**src/rtl/cpu_pkg.sv**
```systemverilog
// Shared pipeline-control types for the in-order CPU: hazard FSM states,
// scoreboard entry layout and forwarding-select encoding.
package cpu_pkg;

  localparam int REG_AW_DEF = 5;
  // Scoreboard entries carry the widest supported register address; narrower
  // register files zero-extend into it.
  localparam int REG_AW_MAX = 8;

  // Forwarding select value meaning "take the register-file operand".
  localparam int FWD_RF = 0;

  typedef enum logic [1:0] {
    ST_RUN    = 2'd0,
    ST_DRAIN  = 2'd1,
    ST_HALTED = 2'd2
  } hz_state_e;

  typedef struct packed {
    logic                  valid;
    logic [REG_AW_MAX-1:0] dst;
    logic                  wen;
    logic                  load;
  } sb_entry_t;

endpackage

```
**src/rtl/sb_match.sv**
```systemverilog
// Youngest-match finder over the in-flight scoreboard for one source operand.
// The WB entry never matches: the register file writes through to ID.
module sb_match
  import cpu_pkg::*;
#(
  parameter int DEPTH = 3,
  parameter int SELW  = 3
) (
  input  sb_entry_t [DEPTH-1:0] sb,
  input  logic [REG_AW_MAX-1:0] src,
  input  logic                  rd_en,
  output logic                  hit,
  output logic [SELW-1:0]       idx
);

  logic [DEPTH-1:0] match_s;

  // per-entry producer match against the requested source register
  always_comb begin
    match_s = '0;
    for (int k = 0; k < DEPTH; k++) begin
      if ((k != DEPTH - 1) && sb[k].valid && sb[k].wen &&
          (sb[k].dst == src) && (|src) && rd_en) begin
        match_s[k] = 1'b1;
      end else begin
        match_s[k] = 1'b0;
      end
    end
  end

  // scan oldest to youngest so the lowest index is the one left standing
  always_comb begin
    hit = 1'b0;
    idx = '0;
    for (int k = DEPTH - 1; k >= 0; k--) begin
      hit = hit | match_s[k];
      idx = match_s[k] ? SELW'(k) : idx;
    end
  end

endmodule

```
**src/rtl/pipe_hazard_ctrl.sv**
```systemverilog
// Pipeline control: in-flight destination scoreboard, RAW stall / redirect
// flush / forwarding selects, halt-drain-switch FSM and saturating counters.
module pipe_hazard_ctrl
  import cpu_pkg::*;
#(
  parameter int DEPTH  = 3,
  parameter int REG_AW = REG_AW_DEF,
  parameter int FWD_EN = 1,
  parameter int CNT_W  = 16,
  parameter int SELW   = 3
) (
  input  logic              clk,
  input  logic              rst,
  input  logic              id_valid,
  input  logic [REG_AW-1:0] id_rs,
  input  logic [REG_AW-1:0] id_rt,
  input  logic              id_rs_read,
  input  logic              id_rt_read,
  input  logic [REG_AW-1:0] id_dst,
  input  logic              id_reg_wen,
  input  logic              id_is_load,
  input  logic              change_flow,
  input  logic              halt_req,
  input  logic              switch_program,
  input  logic              ext_stall,
  output logic              stall_pc,
  output logic              stall_id,
  output logic              flush_id,
  output logic              flush_ex,
  output logic [SELW-1:0]   fwd_rs_sel,
  output logic [SELW-1:0]   fwd_rt_sel,
  output logic [DEPTH-1:0]  pipe_valid,
  output logic              halted,
  output logic [CNT_W-1:0]  stall_cnt,
  output logic [CNT_W-1:0]  flush_cnt
);

  sb_entry_t [DEPTH-1:0] sb_r;
  sb_entry_t             id_entry_s;
  hz_state_e             state_r;
  hz_state_e             state_nxt_s;

  logic [REG_AW_MAX-1:0] rs_ext_s;
  logic [REG_AW_MAX-1:0] rt_ext_s;
  logic                  rs_hit_s;
  logic                  rt_hit_s;
  logic [SELW-1:0]       rs_idx_s;
  logic [SELW-1:0]       rt_idx_s;
  logic                  load_use_s;
  logic                  raw_s;
  logic                  issue_s;
  logic                  pipe_empty_s;
  logic [CNT_W-1:0]      stall_cnt_r;
  logic [CNT_W-1:0]      flush_cnt_r;

  assign rs_ext_s = REG_AW_MAX'(id_rs);
  assign rt_ext_s = REG_AW_MAX'(id_rt);

  sb_match #(.DEPTH(DEPTH), .SELW(SELW)) u_match_rs (
    .sb    (sb_r),
    .src   (rs_ext_s),
    .rd_en (id_rs_read),
    .hit   (rs_hit_s),
    .idx   (rs_idx_s)
  );

  sb_match #(.DEPTH(DEPTH), .SELW(SELW)) u_match_rt (
    .sb    (sb_r),
    .src   (rt_ext_s),
    .rd_en (id_rt_read),
    .hit   (rt_hit_s),
    .idx   (rt_idx_s)
  );

  // With forwarding only a load still in EX is a hazard; without it any match is
  always_comb begin
    load_use_s = sb_r[0].load &
                 ((rs_hit_s & (rs_idx_s == '0)) | (rt_hit_s & (rt_idx_s == '0)));
    if (FWD_EN != 0) begin
      raw_s = load_use_s;
    end else begin
      raw_s = rs_hit_s | rt_hit_s;
    end
  end

  // forwarding selects: entry k is encoded as k+1, zero means register file
  always_comb begin
    fwd_rs_sel = SELW'(FWD_RF);
    fwd_rt_sel = SELW'(FWD_RF);
    if (FWD_EN != 0) begin
      fwd_rs_sel = rs_hit_s ? (rs_idx_s + SELW'(1)) : SELW'(FWD_RF);
      fwd_rt_sel = rt_hit_s ? (rt_idx_s + SELW'(1)) : SELW'(FWD_RF);
    end else begin
      fwd_rs_sel = SELW'(FWD_RF);
      fwd_rt_sel = SELW'(FWD_RF);
    end
  end

  // pipeline control outputs and FSM next state
  always_comb begin
    stall_pc    = 1'b0;
    stall_id    = 1'b0;
    flush_id    = 1'b0;
    flush_ex    = 1'b0;
    state_nxt_s = state_r;
    if (ext_stall) begin
      stall_pc = 1'b1;
      stall_id = 1'b1;
    end else begin
      case (state_r)
        ST_RUN: begin
          if (switch_program || change_flow) begin
            flush_id = 1'b1;
            flush_ex = 1'b1;
          end else if (raw_s) begin
            stall_pc = 1'b1;
            stall_id = 1'b1;
            flush_ex = 1'b1;
          end else begin
            stall_pc = 1'b0;
          end
          if (switch_program) begin
            state_nxt_s = ST_RUN;
          end else if (halt_req && !change_flow) begin
            state_nxt_s = ST_DRAIN;
          end else begin
            state_nxt_s = ST_RUN;
          end
        end
        ST_DRAIN: begin
          stall_pc = 1'b1;
          flush_id = 1'b1;
          if (switch_program) begin
            flush_ex    = 1'b1;
            state_nxt_s = ST_RUN;
          end else if (change_flow) begin
            // the halt was on the wrong path: redirect and resume
            stall_pc    = 1'b0;
            flush_ex    = 1'b1;
            state_nxt_s = ST_RUN;
          end else begin
            stall_id    = raw_s;
            flush_ex    = raw_s;
            state_nxt_s = pipe_empty_s ? ST_HALTED : ST_DRAIN;
          end
        end
        ST_HALTED: begin
          stall_pc    = 1'b1;
          flush_id    = 1'b1;
          state_nxt_s = switch_program ? ST_RUN : ST_HALTED;
        end
        default: begin
          state_nxt_s = ST_RUN;
        end
      endcase
    end
  end

  assign issue_s = id_valid & ~stall_id & ~flush_ex;

  always_comb begin
    id_entry_s       = '0;
    id_entry_s.valid = 1'b1;
    id_entry_s.dst   = REG_AW_MAX'(id_dst);
    id_entry_s.wen   = id_reg_wen;
    id_entry_s.load  = id_is_load;
  end

  // scoreboard shift; a stalled or flushed ID enters EX as a bubble
  always_ff @(posedge clk or negedge rst) begin
    if (!rst) begin
      sb_r <= '0;
    end else if (!ext_stall) begin
      for (int k = DEPTH - 1; k > 0; k--) begin
        sb_r[k] <= sb_r[k-1];
      end
      sb_r[0] <= issue_s ? id_entry_s : sb_entry_t'('0);
    end else begin
      sb_r <= sb_r;
    end
  end

  // FSM state register, frozen while memory is not ready
  always_ff @(posedge clk or negedge rst) begin
    if (!rst) begin
      state_r <= ST_RUN;
    end else if (!ext_stall) begin
      state_r <= state_nxt_s;
    end else begin
      state_r <= state_r;
    end
  end

  // saturating stall / flush cycle counters
  always_ff @(posedge clk or negedge rst) begin
    if (!rst) begin
      stall_cnt_r <= '0;
      flush_cnt_r <= '0;
    end else begin
      if (stall_id && !ext_stall && !(&stall_cnt_r)) begin
        stall_cnt_r <= stall_cnt_r + CNT_W'(1);
      end else begin
        stall_cnt_r <= stall_cnt_r;
      end
      if (flush_ex && !(&flush_cnt_r)) begin
        flush_cnt_r <= flush_cnt_r + CNT_W'(1);
      end else begin
        flush_cnt_r <= flush_cnt_r;
      end
    end
  end

  always_comb begin
    pipe_valid = '0;
    for (int k = 0; k < DEPTH; k++) begin
      pipe_valid[k] = sb_r[k].valid;
    end
  end

  assign pipe_empty_s = ~|pipe_valid;
  assign halted       = (state_r == ST_HALTED);
  assign stall_cnt    = stall_cnt_r;
  assign flush_cnt    = flush_cnt_r;

endmodule

```
**config.mk**
```make
export PLATFORM = sky130hd
export DESIGN_NAME = pipe_hazard_ctrl
export DESIGN_NICKNAME = d
export VERILOG_FILES = /design/src/rtl/cpu_pkg.sv /design/src/rtl/sb_match.sv /design/src/rtl/pipe_hazard_ctrl.sv
export SDC_FILE = /design/constraint.sdc
export NUM_CORES = 1
export LEC_CHECK = 0
export CAP_MARGIN = 20
export CORE_MARGIN = 3
export CORE_UTILIZATION = 40
export DETAILED_ROUTE_END_ITERATION = 8
export GPL_TIMING_DRIVEN = 0
export PLACE_DENSITY = 0.68
export SYNTH_ARGS = -nofsm -noshare
export SYNTH_HDL_FRONTEND = slang
export SYNTH_SLANG_ARGS = --single-unit
```
**constraint.sdc**
```tcl
create_clock -name clk -period 5.3 [get_ports clk]
set_input_delay 1.06 -clock clk [delete_from_list [all_inputs] [get_ports clk]]
set_output_delay 1.06 -clock clk [all_outputs]
set_load 0.02 [all_outputs]
```
**After elaboration in Yosys (flattened, before gate mapping)**

Index checks and enable logic that the tools add are counted.

- Bits in registers: 56
- Latch bits: 0
- Bits in writable memories: 0
- Bits in read-only memories: 0
- Input bits: 26
- Memories: 0

- Add/sub/neg operators: 4
- $mul: 0
- Div/mod/pow operators: 0
- Magnitude comparators: 0
- Equal/unequal tests: 6
- Shift-type cells: 0
- Mux-type cells: 36
- Bitwise gates (word level): 10
- Reductions and logical operators: 32

Operators with widths:

| operator | count |
|---|---|
| 16-bit by 1-bit adder with 16-bit output (second input constant) | 2 |
| 8-bit by 5-bit == test with 1-bit output | 4 |
| 16-bit AND reduction | 2 |
| 1-bit two-way mux | 24 |
| 1-bit logical AND | 18 |
| 11-bit two-way mux | 1 |
| 5-bit OR reduction | 2 |
| 2-bit two-way mux | 4 |
| 3-bit by 1-bit adder with 3-bit output (second input constant) | 2 |
| 3-bit zero test | 2 |
| 3-bit two-way mux | 2 |
| 1-bit case mux with 2 select lines | 3 |
| 2-bit case mux with 3 select lines | 1 |
| 1-bit AND | 5 |
| 1-bit zero test | 4 |
| 1-bit OR | 3 |
| 1-bit case mux with 3 select lines | 1 |
| 3-bit OR reduction | 1 |
| 2-bit by 1-bit == test with 1-bit output (second input constant) | 1 |
| 2-bit == test (second input constant) | 1 |
| 2-bit zero test | 1 |
| 1-bit NOT | 2 |
| 2-bit OR reduction | 1 |
| 1-bit logical OR | 1 |

**Logic depth before layout (Yosys ltp)**

Gate-level depths: netlist of run 1.

- Depth in word-level cells: 19
- Depth in mapped cells: 8
- Mapped depth without buffers: 7

**Cells and area by module**

From an unflattened synthesis of run 1, not the netlist that was laid out.

- Cell total of the unflattened synthesis: 313
- Area, all modules: 3284.4 µm²

Modules (own cells, without submodules):

| module | times used | cells each | area each (µm²) |
|---|---|---|---|
| pipe_hazard_ctrl | 1 | 249 | 2811.4 |
| sb_match | 2 | 32 | 236.5 |

**Least setup slack after synthesis of run 1**

OpenSTA, ideal clock, no wires.

- Path type: input -> output
- Start point: in id_rs[0]
- End point: out stall_id
- Arrival time: 2.686 ns
- Data required time: 4.240 ns
- Slack: 1.554 ns
- Stages: 6
- Buffers on the path: 0
- Cells stage by stage: xnor2_1 > nand4_1 > nor3_2 > or2_2 > nand3_1 > o21ai_0

- Word-level cells in the longest chain between the ends: 15

RTL lines:

| element | RTL line | RTL |
|---|---|---|
| from (decl) | pipe_hazard_ctrl.sv:15 | `input logic [REG_AW-1:0] id_rs,` |
| 8-bit by 5-bit == test with 1-bit output | sb_match.sv:23 | `(sb[k].dst == src) && (\|src) && rd_en) begin` |
| 1-bit logical AND | sb_match.sv:22 | `if ((k != DEPTH - 1) && sb[k].valid && sb[k].wen &&` |
| 1-bit logical AND (2 in a row) | sb_match.sv:23 |  |
| 1-bit two-way mux | sb_match.sv:22 |  |
| 1-bit two-way mux (2 in a row) | sb_match.sv:37 | `idx = match_s[k] ? SELW'(k) : idx;` |
| 3-bit zero test | pipe_hazard_ctrl.sv:78 | `((rs_hit_s & (rs_idx_s == '0)) \| (rt_hit_s & (rt_idx_s == '0)));` |
| 1-bit AND * | pipe_hazard_ctrl.sv:78 |  |
| 1-bit OR * | pipe_hazard_ctrl.sv:78 |  |
| 1-bit AND * | pipe_hazard_ctrl.sv:77 | `load_use_s = sb_r[0].load &` |
| 1-bit two-way mux (on tied branches) | pipe_hazard_ctrl.sv:136, pipe_hazard_ctrl.sv:115 |  |
| 1-bit two-way mux (on tied branches) | pipe_hazard_ctrl.sv:133, pipe_hazard_ctrl.sv:112 |  |
| 1-bit case mux with 2 select lines * | pipe_hazard_ctrl.sv:110 | `case (state_r)` |
| 1-bit two-way mux * | pipe_hazard_ctrl.sv:106 | `if (ext_stall) begin` |
| to (decl) | pipe_hazard_ctrl.sv:27 | `output logic stall_id,` |

Every way passes the cells marked *; elsewhere a longest branch is shown, timed or not.

**Worst setup path in the final report of run 1**

Ends and elaborated chain as after synthesis.

==> reports/qor.csv, run 1 <==
stage,metric,value,unit
run_status,status,completed,
sta,tns,0,ns
drt,antenna_left,0,
sta,fmax,0.210,GHz
layout,multi_input_area,0.00135,sq mm
clocking,path_clk_slew,0.09,ns
critical_path,required,4.24,ns
clocking,clk_latency,0.30,ns
clocking,htreeDepth,2,
sta,period_share,89.7,%
clocking,clk_path_buf_depth,2,
floorplanning,dieHeight,88.3,microns
critical_path,endpoint_kind,output pin,
critical_path,slowest_delay,0.65,ns
clocking,cts_hold_buf,0,
sta,drv_slew,0,
critical_path,cp_common_cell,clkdlybuf4s50_1,
global_routing,grt_pass1_wl,10400,microns
drt,vias_per_cell,5.11,
global_routing,gr-usage-met2,27.3,%
placed_design,port_buffers,69,
global_routing,grt.overflow.total,0,
logic_synthesis,yosys_warnings,0,
drt,drcViolationCount,0,
pwr,vdd_drop_max,0.198,mV
clocking,post_cts_buffers,0,
floorplanning,io_pins,72,
clocking,cts_tree,yes,
critical_path,critPathArrivalTime,3.69,ns
drt,drt_iter0_markers,91,
layout,nFillCells,588,
sta,rsz0062_at_grt,no,
sta,setup_viol,0,
layout,finalNonFillerCells,427,
global_routing,antenna_found_initial,0,
floorplanning,die_w,88.3,microns
floorplanning,num_rows,29,
layout,n_antenna_cell,0,
floorplanning,coreArea,0.00646,sq mm
critical_path,cp_max_fo,6,
placed_design,gp_congestion,0.807,
global_routing,grt_busiest_layer,met2,
drt,wirelength,6280,microns
placed_design,hpwl,4750,microns
global_routing,use_met3,4.28,%
sta,skew,0.0108,ns
critical_path,crit_chain,clkdlybuf4s50_1 -> xnor2_1 -> nand4_1 -> nor3_2 -> or2_2 -> nand3_1 -> o21ai_0 -> clkdlybuf4s50_1,
layout,drive_above_1_share,9.71,%
critical_path,critPathBufInv,2,
critical_path,crit_type,input pin to output pin,
drt,vias,2181,
pwr,powerDensity,257,mW/mm^2
global_routing,grtUsageMet1,22.7,%
layout,area_delta_synth_final,33.1,%
sta,period_needed,4.75,ns
logic_synthesis,avgSynthCellArea,10.0,sq um
sta,tightestPinTransition,0.695,ns
hold_path,hold_class,register to register,
critical_path,crit_path_top_delay_cell,clkdlybuf4s50_1,
clocking,cts_resized,0,
floorplanning,die_area,0.00780,sq mm
pwr,leakagePower,1.60,nW
logic_synthesis,ys_ff_latch,50,
run,drv_cap,0,
drt,firstDrtPassIters,4,
logic_synthesis,ys_types,42,
global_routing,track_usage,16.8,%
logic_synthesis,netlist_instances,271,
clocking,cts_root_buf,clkbuf_8,
sta,slew_headroom,53.3,%
logic_synthesis,netlist_area,0.00271,sq mm
logic_synthesis,yosysSeqAreaShare,46.2,%
layout,seq_area,0.00125,sq mm
critical_path,crit_path_start_kind,input pin,
clocking,clkSinkCount,50,
sta,hold_viol,0,
clocking,cts_made_buffers,5,
floorplanning,initial_core_util,41.9,%
global_routing,grt_pass1_vias,2179,
layout,nets,381,
drt,wl_per_cell,14.7,microns
placed_design,dp_cells,419,
critical_path,critical-path-top-delay-family,buffers and inverters,
global_routing,grt_max_degree,34,
[layer usage]
metal	share of wire, %	up-vias
li1	-	1081
met1	47	1041
met2	46	54
met3	5.5	5
met4	0.81	0
met5	0	-
[final cells by class]
class	instances	area share [%]
buffer	11	1.94
clock buffer	7	2.39
clock inverter	1	0.139
inverter	10	1.04
multi-input combinational	201	37.5
sequential	50	34.7
tap	77	2.67
timing repair buffer	70	19.6
[final timing paths]
kind | start | endpoint | slack, ns | cells past startpoint
setup / recovery | id_rs[0] | stall_id | 0.55 | 8
hold / removal | stall_cnt[4]$_DFFE_PN0P_ | stall_cnt[4]$_DFFE_PN0P_ | 0.50 | 1
setup reg to reg | sb_r[5]$_DFFE_PN0N_ | sb_r[4]$_DFFE_PN0N_ | 3.00 | 6
hold reg to reg | stall_cnt[4]$_DFFE_PN0P_ | stall_cnt[4]$_DFFE_PN0P_ | 0.50 | 1
max in group asynchronous | rst | sb_r[13]$_DFFE_PN0N_ | 4.07 | 2
min in group asynchronous | rst | stall_cnt[0]$_DFFE_PN0P_ | 0.69 | 1
[flip-flops by register name, indices dropped and copies added (netlist names)]
register	count
sb_r	13
stall_cnt	16
pipe_valid	3
flush_cnt	16
state_r	2
[cell families (layout without fill, tap and decap cells)]
group	after synthesis	count (layout)	synth area share, %
adders and majority gates	6	6	2.77
AOI/OAI and AO/OA	23	23	6.19
muxes	10	10	4.16
xor gates and xnor gates	50	50	16.2
other	1	2	0.138
and+or+nand+nor	110	110	20.4
buffers and inverters	21	99	3.97
DFF	50	50	46.2
[cell usage after synthesis]
cell type | n | area share (%)
nor4_1 | 6 | 1.4
buf_2 | 2 | 0.37
o21ai_0 | 8 | 1.5
o21ai_1 | 1 | 0.18
or2_2 | 3 | 0.69
buf_4 | 5 | 1.4
a21oi_1 | 3 | 0.55
nor3b_1 | 1 | 0.28
o221ai_1 | 1 | 0.32
buf_1 | 2 | 0.28
clkbuf_1 | 1 | 0.14
mux2_2 | 9 | 3.7
ha_1 | 6 | 2.8
nor3_1 | 18 | 3.3
nor2b_1 | 2 | 0.46
buf_6 | 1 | 0.42
xnor2_1 | 19 | 6.1
nand3b_1 | 1 | 0.28
or3_1 | 2 | 0.46
and4_1 | 1 | 0.32
nand2_1 | 24 | 3.3
or4_1 | 2 | 0.55
o22ai_1 | 1 | 0.23
nand3_1 | 12 | 2.2
nor2_1 | 21 | 2.9
inv_1 | 10 | 1.4
mux2_1 | 1 | 0.42
a311oi_1 | 1 | 0.32
o31ai_4 | 1 | 0.79
o21ai_2 | 1 | 0.32
a22o_1 | 1 | 0.32
a22oi_1 | 1 | 0.28
xor2_1 | 31 | 10
dfrtp_1 | 50 | 46
conb_1 | 1 | 0.14
o211ai_2 | 1 | 0.46
nor3_2 | 2 | 0.74
o41ai_1 | 2 | 0.65
nand4_1 | 12 | 2.8
and3_1 | 1 | 0.23
a21o_1 | 1 | 0.28
nand2b_1 | 2 | 0.46
[stage by stage]
stage / util (%) / setup slack, ns / power [mW] / hold slack, ns / instance area (sq um)
after detailed placement: 54.4 / 0.564 / 0.707 / 0.488 / 3510
after global placement: 54.2 / 0.560 / 0.698 / 0.481 / 3500
after CTS: 55.8 / 0.537 / 0.936 / 0.502 / 3610
after global routing: 55.8 / 0.347 / 0.977 / 0.529 / 3610
after floorplan: - / 1.55 / 0.588 / 0.491 / 2710
final: 55.8 / 0.546 / 0.927 / 0.499 / 3610
[power by group]
| group | internal, mW | switching (mW) | total (mW) |
|---|---|---|---|
| Combinational | 0.122 | 0.118 | 0.240 |
| Sequential | 0.417 | 0.0415 | 0.458 |
| Clock | 0.106 | 0.123 | 0.228 |
| Total | 0.645 | 0.282 | 0.927 |
[layout by cell type, fill, tap and decap left out, types with 2 or more instances in the layout]
cell type and instances:
ha_1 6, buf_4 5, buf_1 2, o21ai_0 8, or2_2 3, mux2_2 9
nand2b_1 2, inv_1 10, or3_1 2, conb_1 2, clkbuf_8 6, nand4_1 12
nand2_1 24, nor3_1 18, nor2b_1 2, clkdlybuf4s50_1 68, nand3_1 12, dfrtp_1 50
buf_2 3, xor2_1 31, xnor2_1 19, or4_1 2, a21oi_1 3, nor2_1 21
o41ai_1 2, nor4_1 6, clkbuf_1 2, nor3_2 2
(Power assumes the default switching activity.)
==> run 2: changes to the inputs <==
--- a/config.mk
+++ b/config.mk
@@ -6,7 +6,7 @@
 export NUM_CORES = 1
 export LEC_CHECK = 0
 export CAP_MARGIN = 20
-export CORE_MARGIN = 3
+export CORE_MARGIN = 1
 export CORE_UTILIZATION = 40
 export DETAILED_ROUTE_END_ITERATION = 8
 export GPL_TIMING_DRIVEN = 0
==> run 2 against run 1 <==
The flow now finishes with violations (design-rule violations). Fmax rose by 0.60%. Clock-buffer cell count did not move. Sequential power barely moved. Global-route usage rose by 1.9 points. Sequential share of layout area fell by 0.14 points. Clock skew fell by 0.0039 ns. Critical endpoint unchanged. Highest routed layer unchanged.
==> reports/qor.csv, run 2 (synthesis gave the netlist of run 1 again) <==
stage,metric,value,unit,change
run_status,status,"finished, violations left",,
run_status,violations,design-rule violations,,
critical_path,critPathArrivalTime,3.67,ns,-0.02 ns
floorplanning,num_rows,29,,unchanged
floorplanning,die_area,0.00710,sq mm,-8.9%
drt,vias,2205,,+1.1%
critical_path,endpoint,stall_id,,
sta,fmax,0.212,GHz,+0.60%
sta,tightestPinTransition,0.760,ns,+0.0649 ns
sta,skew,0.00691,ns,-0.00386 ns
clocking,cts_root_buf,clkbuf_8,,
clocking,cts_made_buffers,5,,unchanged
critical_path,startpoint,id_rs[4],,
drt,drcViolationCount,14,,+14
floorplanning,coreArea,0.00646,sq mm,unchanged
critical_path,endpoint_kind,output pin,,
clocking,clk_path_buf_depth,2,,unchanged
sta,drv_slew,0,,unchanged
layout,final_common_cell,clkdlybuf4s50_1,,
layout,multi_input_area,0.00135,sq mm,unchanged
clocking,htreeDepth,2,,unchanged
sta,timing.final.ws_setup,0.574,ns,+0.0283 ns
critical_path,reg2reg_depth,6,,unchanged
layout,n_antenna_cell,0,,unchanged
critical_path,worstReg2RegEnd,sb_r[4]$_DFFE_PN0N_,,
sta,period_share,89.2,%,-0.53 points
sta,rsz0062_at_grt,no,,
clocking,path_clk_slew,0.09,ns,about the same
placed_design,gp_congestion,0.851,,+5.5%
clocking,clk_latency,0.30,ns,about the same
clocking,clkSinkCount,50,,unchanged
clocking,cts_tree,yes,,
global_routing,grt_pass1_wl,10700,microns,+2.5%
layout,drive_above_1_share,9.43,%,-0.29 points
sta,slew_headroom,49.0,%,-4.4 points
drt,wl_per_cell,14.5,microns,-1.4%
sta,hold_viol,0,,unchanged
critical_path,required,4.24,ns,about the same
layout,final_cell_mix,"68 x clkdlybuf4s50_1, 50 x dfrtp_1, 31 x xor2_1",,
run,drv_cap,0,,unchanged
drt,drt_iter0_markers,72,,-21%
floorplanning,io_pins,72,,unchanged
critical_path,regToRegSetupSlack,2.92,ns,-0.08 ns
clocking,post_cts_buffers,0,,unchanged
sta,setup_viol,0,,unchanged
sta,tns,0,ns,unchanged
drt,wirelength,6190,microns,-1.4%
drt,firstDrtPassIters,6,,+2
critical_path,crit_path_start_kind,input pin,,
critical_path,crit_type,input pin to output pin,,
global_routing,antenna_found_initial,0,,unchanged
sta,period_needed,4.73,ns,-0.0283 ns
layout,area_delta_synth_final,33.7,%,
global_routing,grt.overflow.total,0,,unchanged
layout,nets,381,,unchanged
hold_path,hold_class,register to register,,
clocking,cts_resized,0,,unchanged
drt,vias_per_cell,5.16,,+1.1%
floorplanning,initial_core_util,41.9,%,unchanged
placed_design,port_buffers,69,,unchanged
drt,antenna_left,0,,unchanged
floorplanning,dieHeight,84.3,microns,-4.5%
global_routing,grt_max_degree,28,,-18%
placed_design,post-place-ws,0.560,ns,-0.00419 ns
critical_path,cp_max_fo,6,,unchanged
pwr,vdd_drop_max,0.217,mV,+9.9%
placed_design,hpwl,4600,microns,-3.2%
layout,seq_area,0.00125,sq mm,unchanged
global_routing,grt_pass1_vias,2246,,+3.1%
pwr,leakagePower,1.61,nW,+0.26%
clocking,cts_hold_buf,0,,unchanged
global_routing,track_usage,18.7,%,+1.9 points
pwr,powerDensity,265,mW/mm^2,+3.1%
critical_path,rr_startpoint,sb_r[6]$_DFFE_PN0N_,,
layout,nFillCells,618,,+5.1%
floorplanning,die_w,84.3,microns,-4.5%
-- run 2: cell count changes in the layout (fill, tap and decap cells not counted) --
cell	change
bufinv_16	+1
clkbuf_1	+1
clkbuf_8	-1
clkinv_2	-1
-- run 2: how the worst min path moves through the flow --
stage / startpoint / slack [ns] / to / depth (start not counted)
after global routing: flush_cnt[10]$_DFFE_PN0P_ / 0.54 / flush_cnt[10]$_DFFE_PN0P_ / 1
after global placement: stall_cnt[15]$_DFFE_PN0P_ / 0.48 / stall_cnt[15]$_DFFE_PN0P_ / 1
after detailed placement: stall_cnt[4]$_DFFE_PN0P_ / 0.48 / stall_cnt[4]$_DFFE_PN0P_ / 1
final: stall_cnt[4]$_DFFE_PN0P_ / 0.50 / stall_cnt[4]$_DFFE_PN0P_ / 1
after floorplan: sb_r[1]$_DFFE_PN0N_ / 0.49 / sb_r[1]$_DFFE_PN0N_ / 2
after CTS: stall_cnt[4]$_DFFE_PN0P_ / 0.50 / stall_cnt[4]$_DFFE_PN0P_ / 1
-- run 2: cell type report --
type                            count  area share [%]
Tap cell                           77            2.66
Buffer                             11            1.94
Clock inverter                      1           0.829
Multi-Input combinational cell    201            37.4
Clock buffer                        7            2.11
Inverter                           10            1.04
Timing Repair Buffer               70            19.5
Sequential cell                    50            34.6
-- run 2: routing by layer --
layer  routed length [microns]  part of all wire, %  vias up  GRT usage (%)
li1                          -                    -     1088              -
met1                      2870                   46     1049           25.2
met2                      2870                   46       62           30.7
met3                       396                  6.4        6           3.44
met4                        52                 0.84        0           5.64
met5                         0                    0        -              0
-- run 2: critical path, stage by stage --
cell and delay [ns]:
clkdlybuf4s50_1 0.58, xnor2_1 0.15, nand4_1 0.14, nor3_2 0.54, or2_2 0.26, nand3_1 0.09
o21ai_0 0.21, clkdlybuf4s50_1 0.64
-- run 2: per-stage QoR --
| step | cell area, sq um | power (mW) | hold slack (ns) | instances | util, % |
|---|---|---|---|---|---|
| floorplan | 2710 | 0.588 | 0.491 | 272 | - |
| global placement | 3500 | 0.697 | 0.481 | 418 | 54.2 |
| detailed placement | 3510 | 0.705 | 0.484 | 419 | 54.4 |
| CTS | 3620 | 0.969 | 0.504 | 427 | 56.1 |
| global route | 3620 | 1.01 | 0.537 | 427 | 56.1 |
| finish | 3620 | 0.959 | 0.497 | 427 | 56.1 |
-- run 2: power by group --
group | switching, mW | internal, mW | leakage, nW
sequential | 0.0421 | 0.417 | 0.660
clock | 0.123 | 0.141 | 0.0524
combinational | 0.114 | 0.122 | 0.895
